**src/rtl/adc_code_averager_pkg.sv**
```systemverilog
// Shared types and constants for the ADC code averaging path.
// Holds the code type, the min-tracker seed and the width helper.
package adc_pkg;

  localparam int unsigned ADC_CODE_W = 10;

  typedef logic [ADC_CODE_W-1:0] adc_code_t;

  localparam adc_code_t ADC_MIN_SEED = '1;

  function automatic int unsigned clog2(input int unsigned value);
    int unsigned r;
    r = 0;
    while ((32'd1 << r) < value) r++;
    return r;
  endfunction

endpackage

```
**src/rtl/adc_code_averager_if.sv**
```systemverilog
// Result handshake between the averager and the readout side.
interface adc_code_averager_if #(
  parameter int unsigned CODE_W = 10
);

  logic [CODE_W-1:0] avg_o;
  logic [CODE_W-1:0] min_o;
  logic [CODE_W-1:0] max_o;
  logic              avg_valid_o;
  logic              avg_ready_i;

  modport master (
    output avg_o, min_o, max_o, avg_valid_o,
    input  avg_ready_i
  );

  modport slave (
    input  avg_o, min_o, max_o, avg_valid_o,
    output avg_ready_i
  );

endinterface

```
**src/rtl/adc_minmax_tracker.sv**
```systemverilog
// Running min/max over the current window; *_nx_o already include the
// code being accepted this cycle so the window's last sample is counted.
module adc_minmax_tracker
  import adc_pkg::*;
#(
  parameter int unsigned CODE_W = ADC_CODE_W
) (
  input  logic              clk_i,
  input  logic              rst_ni,
  input  logic              clear_i,
  input  logic              accept_i,
  input  logic [CODE_W-1:0] code_i,
  output logic [CODE_W-1:0] min_nx_o,
  output logic [CODE_W-1:0] max_nx_o
);

  logic [CODE_W-1:0] run_min_q, run_min_d;
  logic [CODE_W-1:0] run_max_q, run_max_d;

  always_comb begin
    min_nx_o = run_min_q;
    max_nx_o = run_max_q;
    if (accept_i && (code_i < run_min_q)) min_nx_o = code_i;
    if (accept_i && (code_i > run_max_q)) max_nx_o = code_i;

    run_min_d = min_nx_o;
    run_max_d = max_nx_o;
    if (clear_i) begin
      run_min_d = '1;
      run_max_d = '0;
    end
  end

  always_ff @(posedge clk_i or negedge rst_ni) begin
    if (!rst_ni) begin
      run_min_q <= '1;
      run_max_q <= '0;
    end else begin
      run_min_q <= run_min_d;
      run_max_q <= run_max_d;
    end
  end

endmodule

```
**src/rtl/adc_code_averager.sv**
```systemverilog
// Averages windows of 2^LOG2_AVG ADC codes into a 1-deep result register
// with valid/ready handshake, min/max capture and sticky overrun.
module adc_code_averager
  import adc_pkg::*;
#(
  parameter  int unsigned CODE_W   = ADC_CODE_W,
  parameter  int unsigned LOG2_AVG = 4,
  localparam int unsigned CNT_W    = clog2(32'd1 << LOG2_AVG) + 1
) (
  input  logic              wb_clk_i,
  input  logic              wb_rst_ni,
  input  logic              enable_i,
  input  logic [CODE_W-1:0] code_i,
  input  logic              code_valid_i,
  input  logic              clr_ovr_i,
  output logic              overrun_o,
  output logic [CNT_W-1:0]  win_cnt_o,
  adc_code_averager_if.master res
);

  localparam int unsigned      ACC_W    = CODE_W + LOG2_AVG;
  localparam logic [CNT_W-1:0] WIN_LAST = CNT_W'((32'd1 << LOG2_AVG) - 32'd1);

  logic [ACC_W-1:0]  acc_q, acc_d, sum;
  logic [CNT_W-1:0]  win_cnt_q, win_cnt_d;
  logic [CODE_W-1:0] avg_q, avg_d;
  logic [CODE_W-1:0] min_q, min_d;
  logic [CODE_W-1:0] max_q, max_d;
  logic [CODE_W-1:0] win_min, win_max;
  logic              valid_q, valid_d;
  logic              ovr_q, ovr_d;
  logic              accept, complete, load, drop, trk_clear;

  adc_minmax_tracker #(
    .CODE_W (CODE_W)
  ) u_minmax (
    .clk_i    (wb_clk_i),
    .rst_ni   (wb_rst_ni),
    .clear_i  (trk_clear),
    .accept_i (accept),
    .code_i   (code_i),
    .min_nx_o (win_min),
    .max_nx_o (win_max)
  );

  always_comb begin
    accept    = enable_i && code_valid_i;
    complete  = accept && (win_cnt_q == WIN_LAST);
    trk_clear = !enable_i || complete;
    sum       = acc_q + ACC_W'(code_i);
    // A consumer handshake in the completion cycle frees the slot in time.
    load      = complete && (!valid_q || res.avg_ready_i);
    drop      = complete && !load;

    acc_d     = acc_q;
    win_cnt_d = win_cnt_q;
    if (trk_clear) begin
      acc_d     = '0;
      win_cnt_d = '0;
    end else if (accept) begin
      acc_d     = sum;
      win_cnt_d = win_cnt_q + CNT_W'(1);
    end

    avg_d   = avg_q;
    min_d   = min_q;
    max_d   = max_q;
    valid_d = valid_q;
    if (load) begin
      avg_d   = CODE_W'(sum >> LOG2_AVG);
      min_d   = win_min;
      max_d   = win_max;
      valid_d = 1'b1;
    end else if (valid_q && res.avg_ready_i) begin
      valid_d = 1'b0;
    end

    ovr_d = ovr_q;
    if (drop)           ovr_d = 1'b1;
    else if (clr_ovr_i) ovr_d = 1'b0;
  end

  always_ff @(posedge wb_clk_i or negedge wb_rst_ni) begin
    if (!wb_rst_ni) begin
      acc_q     <= '0;
      win_cnt_q <= '0;
      avg_q     <= '0;
      min_q     <= '0;
      max_q     <= '0;
      valid_q   <= 1'b0;
      ovr_q     <= 1'b0;
    end else begin
      acc_q     <= acc_d;
      win_cnt_q <= win_cnt_d;
      avg_q     <= avg_d;
      min_q     <= min_d;
      max_q     <= max_d;
      valid_q   <= valid_d;
      ovr_q     <= ovr_d;
    end
  end

  assign res.avg_o       = avg_q;
  assign res.min_o       = min_q;
  assign res.max_o       = max_q;
  assign res.avg_valid_o = valid_q;
  assign overrun_o       = ovr_q;
  assign win_cnt_o       = win_cnt_q;

endmodule

```
**src/flat_wrapper.sv**
```systemverilog
// flat-port wrapper written by rule: the top's interface ports become plain ports
module adc_code_averager_flat import adc_pkg::*;
#(
  parameter  int unsigned CODE_W   = ADC_CODE_W,
  parameter  int unsigned LOG2_AVG = 4,
  localparam int unsigned CNT_W    = clog2(32'd1 << LOG2_AVG) + 1
)
  (wb_clk_i, wb_rst_ni, enable_i, code_i, code_valid_i, clr_ovr_i, overrun_o, win_cnt_o, res_avg_o, res_min_o, res_max_o, res_avg_valid_o, res_avg_ready_i);
  adc_code_averager_if #(.CODE_W(CODE_W)) res_i ();
  input  logic wb_clk_i;
  input  logic wb_rst_ni;
  input  logic enable_i;
  input  logic [CODE_W-1:0] code_i;
  input  logic code_valid_i;
  input  logic clr_ovr_i;
  output logic overrun_o;
  output logic [CNT_W-1:0] win_cnt_o;
  output wire logic [$bits(res_i.avg_o)-1:0] res_avg_o;
  output wire logic [$bits(res_i.min_o)-1:0] res_min_o;
  output wire logic [$bits(res_i.max_o)-1:0] res_max_o;
  output wire logic [$bits(res_i.avg_valid_o)-1:0] res_avg_valid_o;
  input wire logic [$bits(res_i.avg_ready_i)-1:0] res_avg_ready_i;
  assign res_avg_o = res_i.avg_o;
  assign res_min_o = res_i.min_o;
  assign res_max_o = res_i.max_o;
  assign res_avg_valid_o = res_i.avg_valid_o;
  assign res_i.avg_ready_i = res_avg_ready_i;
  adc_code_averager #(.CODE_W(CODE_W), .LOG2_AVG(LOG2_AVG)) u_core (.wb_clk_i(wb_clk_i), .wb_rst_ni(wb_rst_ni), .enable_i(enable_i), .code_i(code_i), .code_valid_i(code_valid_i), .clr_ovr_i(clr_ovr_i), .overrun_o(overrun_o), .win_cnt_o(win_cnt_o), .res(res_i));
endmodule
```
**config.mk**
```make
export PLATFORM = sky130hd
export DESIGN_NAME = adc_code_averager_flat
export DESIGN_NICKNAME = d
export VERILOG_FILES = /design/src/rtl/adc_code_averager_pkg.sv /design/src/rtl/adc_code_averager_if.sv /design/src/rtl/adc_minmax_tracker.sv /design/src/rtl/adc_code_averager.sv /design/src/flat_wrapper.sv
export SDC_FILE = /design/constraint.sdc
export NUM_CORES = 1
export LEC_CHECK = 0
export CORE_MARGIN = 2
export CORE_UTILIZATION = 50
export DETAILED_ROUTE_END_ITERATION = 16
export PLACE_DENSITY = 0.74
export SYNTH_ARGS = -nofsm -noshare
export SYNTH_HDL_FRONTEND = slang
export SYNTH_SLANG_ARGS = --single-unit
```
**constraint.sdc**
```tcl
create_clock -name wb_clk_i -period 2.9 [get_ports wb_clk_i]
set_input_delay 0.58 -clock wb_clk_i [delete_from_list [all_inputs] [get_ports wb_clk_i]]
set_output_delay 0.58 -clock wb_clk_i [all_outputs]
set_load 0.02 [all_outputs]
```
Word level (Yosys, flattened, before mapping)

Cells that the tools add are included.
Widths: inputs -> output; s select.

Bits in latches: 0
Logic and storage cells: 41
Register bits after elaboration: 71
Output and inout bits: 37
Bits in read-only memories: 0
Memories: 0
Bits in writable memories: 0

Equal/unequal tests: 1
Mux-type cells: 12
Div/mod/pow operators: 0
$lt $le $gt $ge: 2
Bitwise gates (word level): 0
$mul: 0
Reductions and logical operators: 15
Shifts and indexed selects: 0
$add $sub $neg: 2

Operator list:

| cell                | count |
|---|---|
| $mux 10             | 4 |
| $mux 14             | 2 |
| $add 14x10->14      | 1 |
| $gt 10x10->1        | 1 |
| $lt 10x10->1        | 1 |
| $mux 5              | 2 |
| $logic_and 1x1->1   | 7 |
| $reduce_bool 2->1   | 3 |
| $add 5x1->5 const B | 1 |
| $eq 5x4->1 const B  | 1 |
| $mux 1              | 4 |
| $logic_not 1->1     | 3 |
| $logic_or 1x1->1    | 2 |

Logic depth before layout (Yosys ltp)

Gate-level depths: netlist of the first run.

Word-level depth: 6
Mapped depth: 9
Gate-level depth less buffers: 9

Cells and area by module

From an unflattened synthesis of the first run, not the netlist that was laid out.

Cell total of the unflattened synthesis: 446
Area, all modules: 4336.7 sq um

By module, submodules not included:

| module             | area each (sq um) | cells an instance | seq. area each (sq um) | instances |
|---|---|---|---|---|
| adc_code_averager  | 2616.3            | 274               | 1276.2                 | 1 |
| adc_minmax_tracker | 1720.4            | 172               | 513.0                  | 1 |

Worst setup path before layout of the first run

OpenSTA, ideal clock, no wires.

Path type: input to register
Start: input port code_i[0]
End: register u_core.avg_q[4] (netlist: u_core.res.avg_o[4])
Setup slack: 0.597 ns
Buffers on the path: 0
Arrival time: 2.178 ns
Stages: 9
Setup time: 0.125 ns
Cell sequence: ha_1 > inv_1 > fa_1 > and2b_1 > o2111ai_1 > a21oi_1 > nor2b_1 > xnor2_1 > mux2_2

Cells in the longest elaborated chain, start to end: 1

RTL lines:

| element              | RTL line                | RTL |
|---|---|---|
| from (decl)          | flat_wrapper.sv:13      | `input logic [CODE_W-1:0] code_i;` |
| $add 14x10->14       | adc_code_averager.sv:50 | `sum = acc_q + ACC_W'(code_i);` |
| to (signal assigned) | adc_code_averager.sv:95 | `avg_q <= avg_d;` |
| to (decl)            | adc_code_averager.sv:26 | `logic [CODE_W-1:0] avg_q, avg_d;` |

Every way passes these cells.
A chain may end at the register's enable or synchronous reset.

Worst setup path in the final report of the first run

Ends and elaborated chain as after synthesis.

==> flow_metrics.py, run 1 <==
metrics = {
    "run_status": {
        "status": "completed",
    },
    "clocking": {
        "cts_sinks": 71,
        "clk_pin_slew_ns": 0.08,
        "cts_buffers": 9,
        "cts_max_path_buffers": 2,
        "clock_latency_ns": 0.36,
        "htree_levels": 3,
        "root_buffer": "clkbuf_8",
        "ctsHoldBuffers": 0,
        "cts_tree": "yes",
        "cts_resized": 0,
        "postCtsSetupBuffers": 0,
    },
    "setup_path": {
        "end_kind": "register",
        "start_kind": "primary input",
        "cp_top_family": "buffers and inverters",
        "critPathMaxStageDelay_ns": 0.50,
        "r2r-start": "u_core.acc_q[0]$_DFFE_PN0P_",
        "r2r_cells": 9,
        "criticalPathCategory": "in2reg",
        "critPathLaunch": "code_i[0]",
        "crit_required_ns": 3.14,
        "cp.arrival_ns": 2.86,
        "ff2ff_setup_slack_ns": 0.65,
        "cp_max_fo": 3,
        "r2r-end": "u_core.res.avg_o[4]$_DFFE_PN0P_",
        "critical_path.slowest_cell": "clkdlybuf4s50_1",
        "crit_chain": "clkdlybuf4s50_1, ha_1, inv_1, fa_1, and2b_1, o2111ai_1, a21oi_1, nor2b_1, xnor2_1, mux2_2",
        "crit_buf_inv": 2,
    },
    "timing": {
        "fin_skew_ns": 0.00827,
        "finalSetupViolations": 0,
        "finalCriticalPeriod_ns": 2.62,
        "tns_ns": 0,
        "drv_slew": 0,
        "fmax_ghz": 0.382,
        "tightest_slew_ns": 0.700,
        "rsz0062_at_grt": "no",
        "post-route-period-util_pct": 90.3,
        "maxSlewHeadroom_pct": 53.3,
        "hold_viol": 0,
    },
    "layout": {
        "layout_commonest_cell": "dfrtp_1",
        "fin_nets": 488,
        "utilization_pct": 65.0,
        "mostFrequentLayoutCells": "dfrtp_1, nand2_1, clkdlybuf4s50_1",
        "drive_gt1_share_pct": 12.4,
        "fin_cells": 544,
        "final_cell_area_mm2": 0.00469,
        "multi_input_area_mm2": 0.00177,
        "regArea_mm2": 0.00179,
        "antenna_cells": 0,
        "fillers": 584,
        "syn_to_final_growth_pct": 26.1,
    },
    "power": {
        "power.density_mw_per_mm2": 515,
        "ir_worst_vdd_v": 0.000342,
        "p_leak_nw": 2.21,
    },
    "place": {
        "dpl-instance-area_mm2": 0.00445,
        "place_hpwl_um": 5850,
        "dpl.cell_count": 528,
        "port_buffers": 52,
        "place.gp.congestion": 0.886,
    },
    "route": {
        "avgRoutedWirePerCell_um": 14.6,
        "routed_wl_um": 7970,
        "postRouteAntennaNets": 0,
        "dr.pass1.iters": 4,
        "drt_iter0_drc": 133,
        "drc": 0,
        "via_per_inst": 5.26,
        "via_count": 2864,
    },
    "synthesis": {
        "syn-cell-area_mm2": 0.00372,
        "ys_types": 41,
        "syn_inst": 374,
        "ys_seq_area_share_pct": 48.1,
        "avgSynthCellArea_um2": 9.95,
        "ys_ff_latch": 71,
        "synth-warning-count": 0,
        "synthesis.nets": 422,
    },
    "grt": {
        "grt-ovfl-total": 0,
        "grt_pass1_wl_um": 13900,
        "grt_start_max_net_pins": 43,
        "antenna_found_initial": 0,
        "grt_pass1_vias": 2914,
        "track_usage_pct": 21.5,
    },
    "floorplan": {
        "die_w_um": 90.3,
        "start_util_pct": 51.6,
        "core_area_mm2": 0.00721,
        "dieArea_mm2": 0.00815,
        "io_pins": 53,
        "die_y_um": 90.3,
        "rows": 31,
    },
    "min_path": {
        "hold_class": "in2async",
    },
    "flow_run": {
        "maxCapViolations": 0,
    },
}
==> per-stage QoR <==
step	setup WS [ns]	hold WS, ns	power, mW
floorplan	0.597	0.284	1.32
global placement	-0.0463	0.460	1.44
detailed placement	-0.0574	0.469	1.45
CTS	0.278	0.285	2.43
global route	0.0501	0.315	2.52
finish	0.280	0.262	2.41
==> worst reg2reg max path, delay by kind of cell (launching register included) <==
kind | cells | cell delay (ns)
AOI/OAI and AO/OA | 2 | 0.43
xor gates and xnor gates | 1 | 0.15
adders and majority gates | 2 | 0.54
buffers and inverters | 1 | 0.05
DFF | 1 | 0.36
muxes | 1 | 0.27
and+or+nand+nor | 2 | 0.32
==> cells in the mapped netlist (all sizes together) <==
master	number	area [µm²]
o31a	2	17.5
nand2b	4	25.0
nand2	56	210
and3	1	6.26
nand4	4	25.0
clkbuf	11	41.3
o22ai	1	6.26
mux2i	20	200
and2b	1	7.51
nor2b	6	37.5
or3	3	18.8
ha	31	388
o2111ai	2	17.5
o21a	1	7.51
nand3	5	25.0
fa	1	20.0
dfrtp	61	1530
mux2	5	56.3
nor3	2	10.0
a22o	7	61.3
a21oi	20	100
o31ai	2	28.8
and2	1	6.26
o21bai	1	11.3
or2	1	6.26
xnor2	6	52.6
inv	28	105
a211oi	4	35.0
xor2	5	43.8
buf	3	18.8
a21o	2	15.0
o21ai	45	229
nor2	18	67.6
a22oi	1	7.51
o211ai	3	22.5
dfstp	10	263
==> worst max path at each step <==
| stage | cells after the start | end | slack, ns |
|---|---|---|---|
| finish | 10 | u_core.res.avg_o[4]$_DFFE_PN0P_ | 0.28 |
| global route | 10 | u_core.acc_q[10]$_DFFE_PN0P_ | 0.05 |
| CTS | 10 | u_core.res.avg_o[4]$_DFFE_PN0P_ | 0.28 |
| detailed placement | 10 | u_core.acc_q[10]$_DFFE_PN0P_ | -0.06 |
| global placement | 10 | u_core.res.avg_o[4]$_DFFE_PN0P_ | -0.05 |
| floorplan | 9 | u_core.res.avg_o[4]$_DFFE_PN0P_ | 0.60 |
==> registers in the layout (all words and copies together) (netlist names) <==
signal,count
u_core.res.avg_o,10
u_core.res.avg_valid_o,1
u_core.win_cnt_o,5
u_core.u_minmax.run_min_q,10
u_core.acc_q,14
u_core.overrun_o,1
u_core.res.max_o,10
u_core.u_minmax.run_max_q,10
u_core.res.min_o,10
==> metal layers <==
metal / up-vias / share of wire (%) / track usage (%)
li1: 1421 / - / -
met1: 1373 / 46 / 27.8
met2: 56 / 48 / 35.5
met3: 14 / 3.6 / 3.42
met4: 0 / 2.2 / 9.87
met5: - / 0 / 0
==> layout make-up <==
class                      count  share of cell area, %
clock buffer                   9                   2.64
clock inverter                 7                   2.56
timing repair buffer          69                   14.0
multi-input combinational    261                   37.8
inverter                      28                   2.24
tap                           99                   2.64
sequential                    71                   38.1
==> report_power, final <==
group          internal, mW  switching [mW]  leakage [nW]  total, mW
registers              1.03          0.0230         0.947       1.05
logic                 0.163           0.225          1.14      0.388
clock network         0.574           0.399         0.120      0.973
total                  1.77           0.647          2.21       2.41
==> kinds of logic after synthesis <==
group	Yosys count	synth area share, %
AO/OA/AOI/OAI	91	15.0
buffers and inverters	42	4.44
AND/OR/NAND/NOR	102	12.0
adder cells (fa/ha/maj)	32	11.0
flip-flops	71	48.1
XOR/XNOR	11	2.59
multiplexers	25	6.90
Power figures use the tool's default switching activity.
==> inputs of run 2 (changes only) <==
--- a/config.mk
+++ b/config.mk
@@ -11,2 +11,3 @@
 export PLACE_DENSITY = 0.74
+export SKIP_CTS_REPAIR_TIMING = 1
 export SYNTH_ARGS = -nofsm -noshare
--- a/constraint.sdc
+++ b/constraint.sdc
@@ -3,2 +3,2 @@
 set_output_delay 0.58 -clock wb_clk_i [all_outputs]
-set_load 0.02 [all_outputs]
+set_load 0.01 [all_outputs]
==> results of run 2 <==
The final DEF is identical to that of run 1. Status: completed.
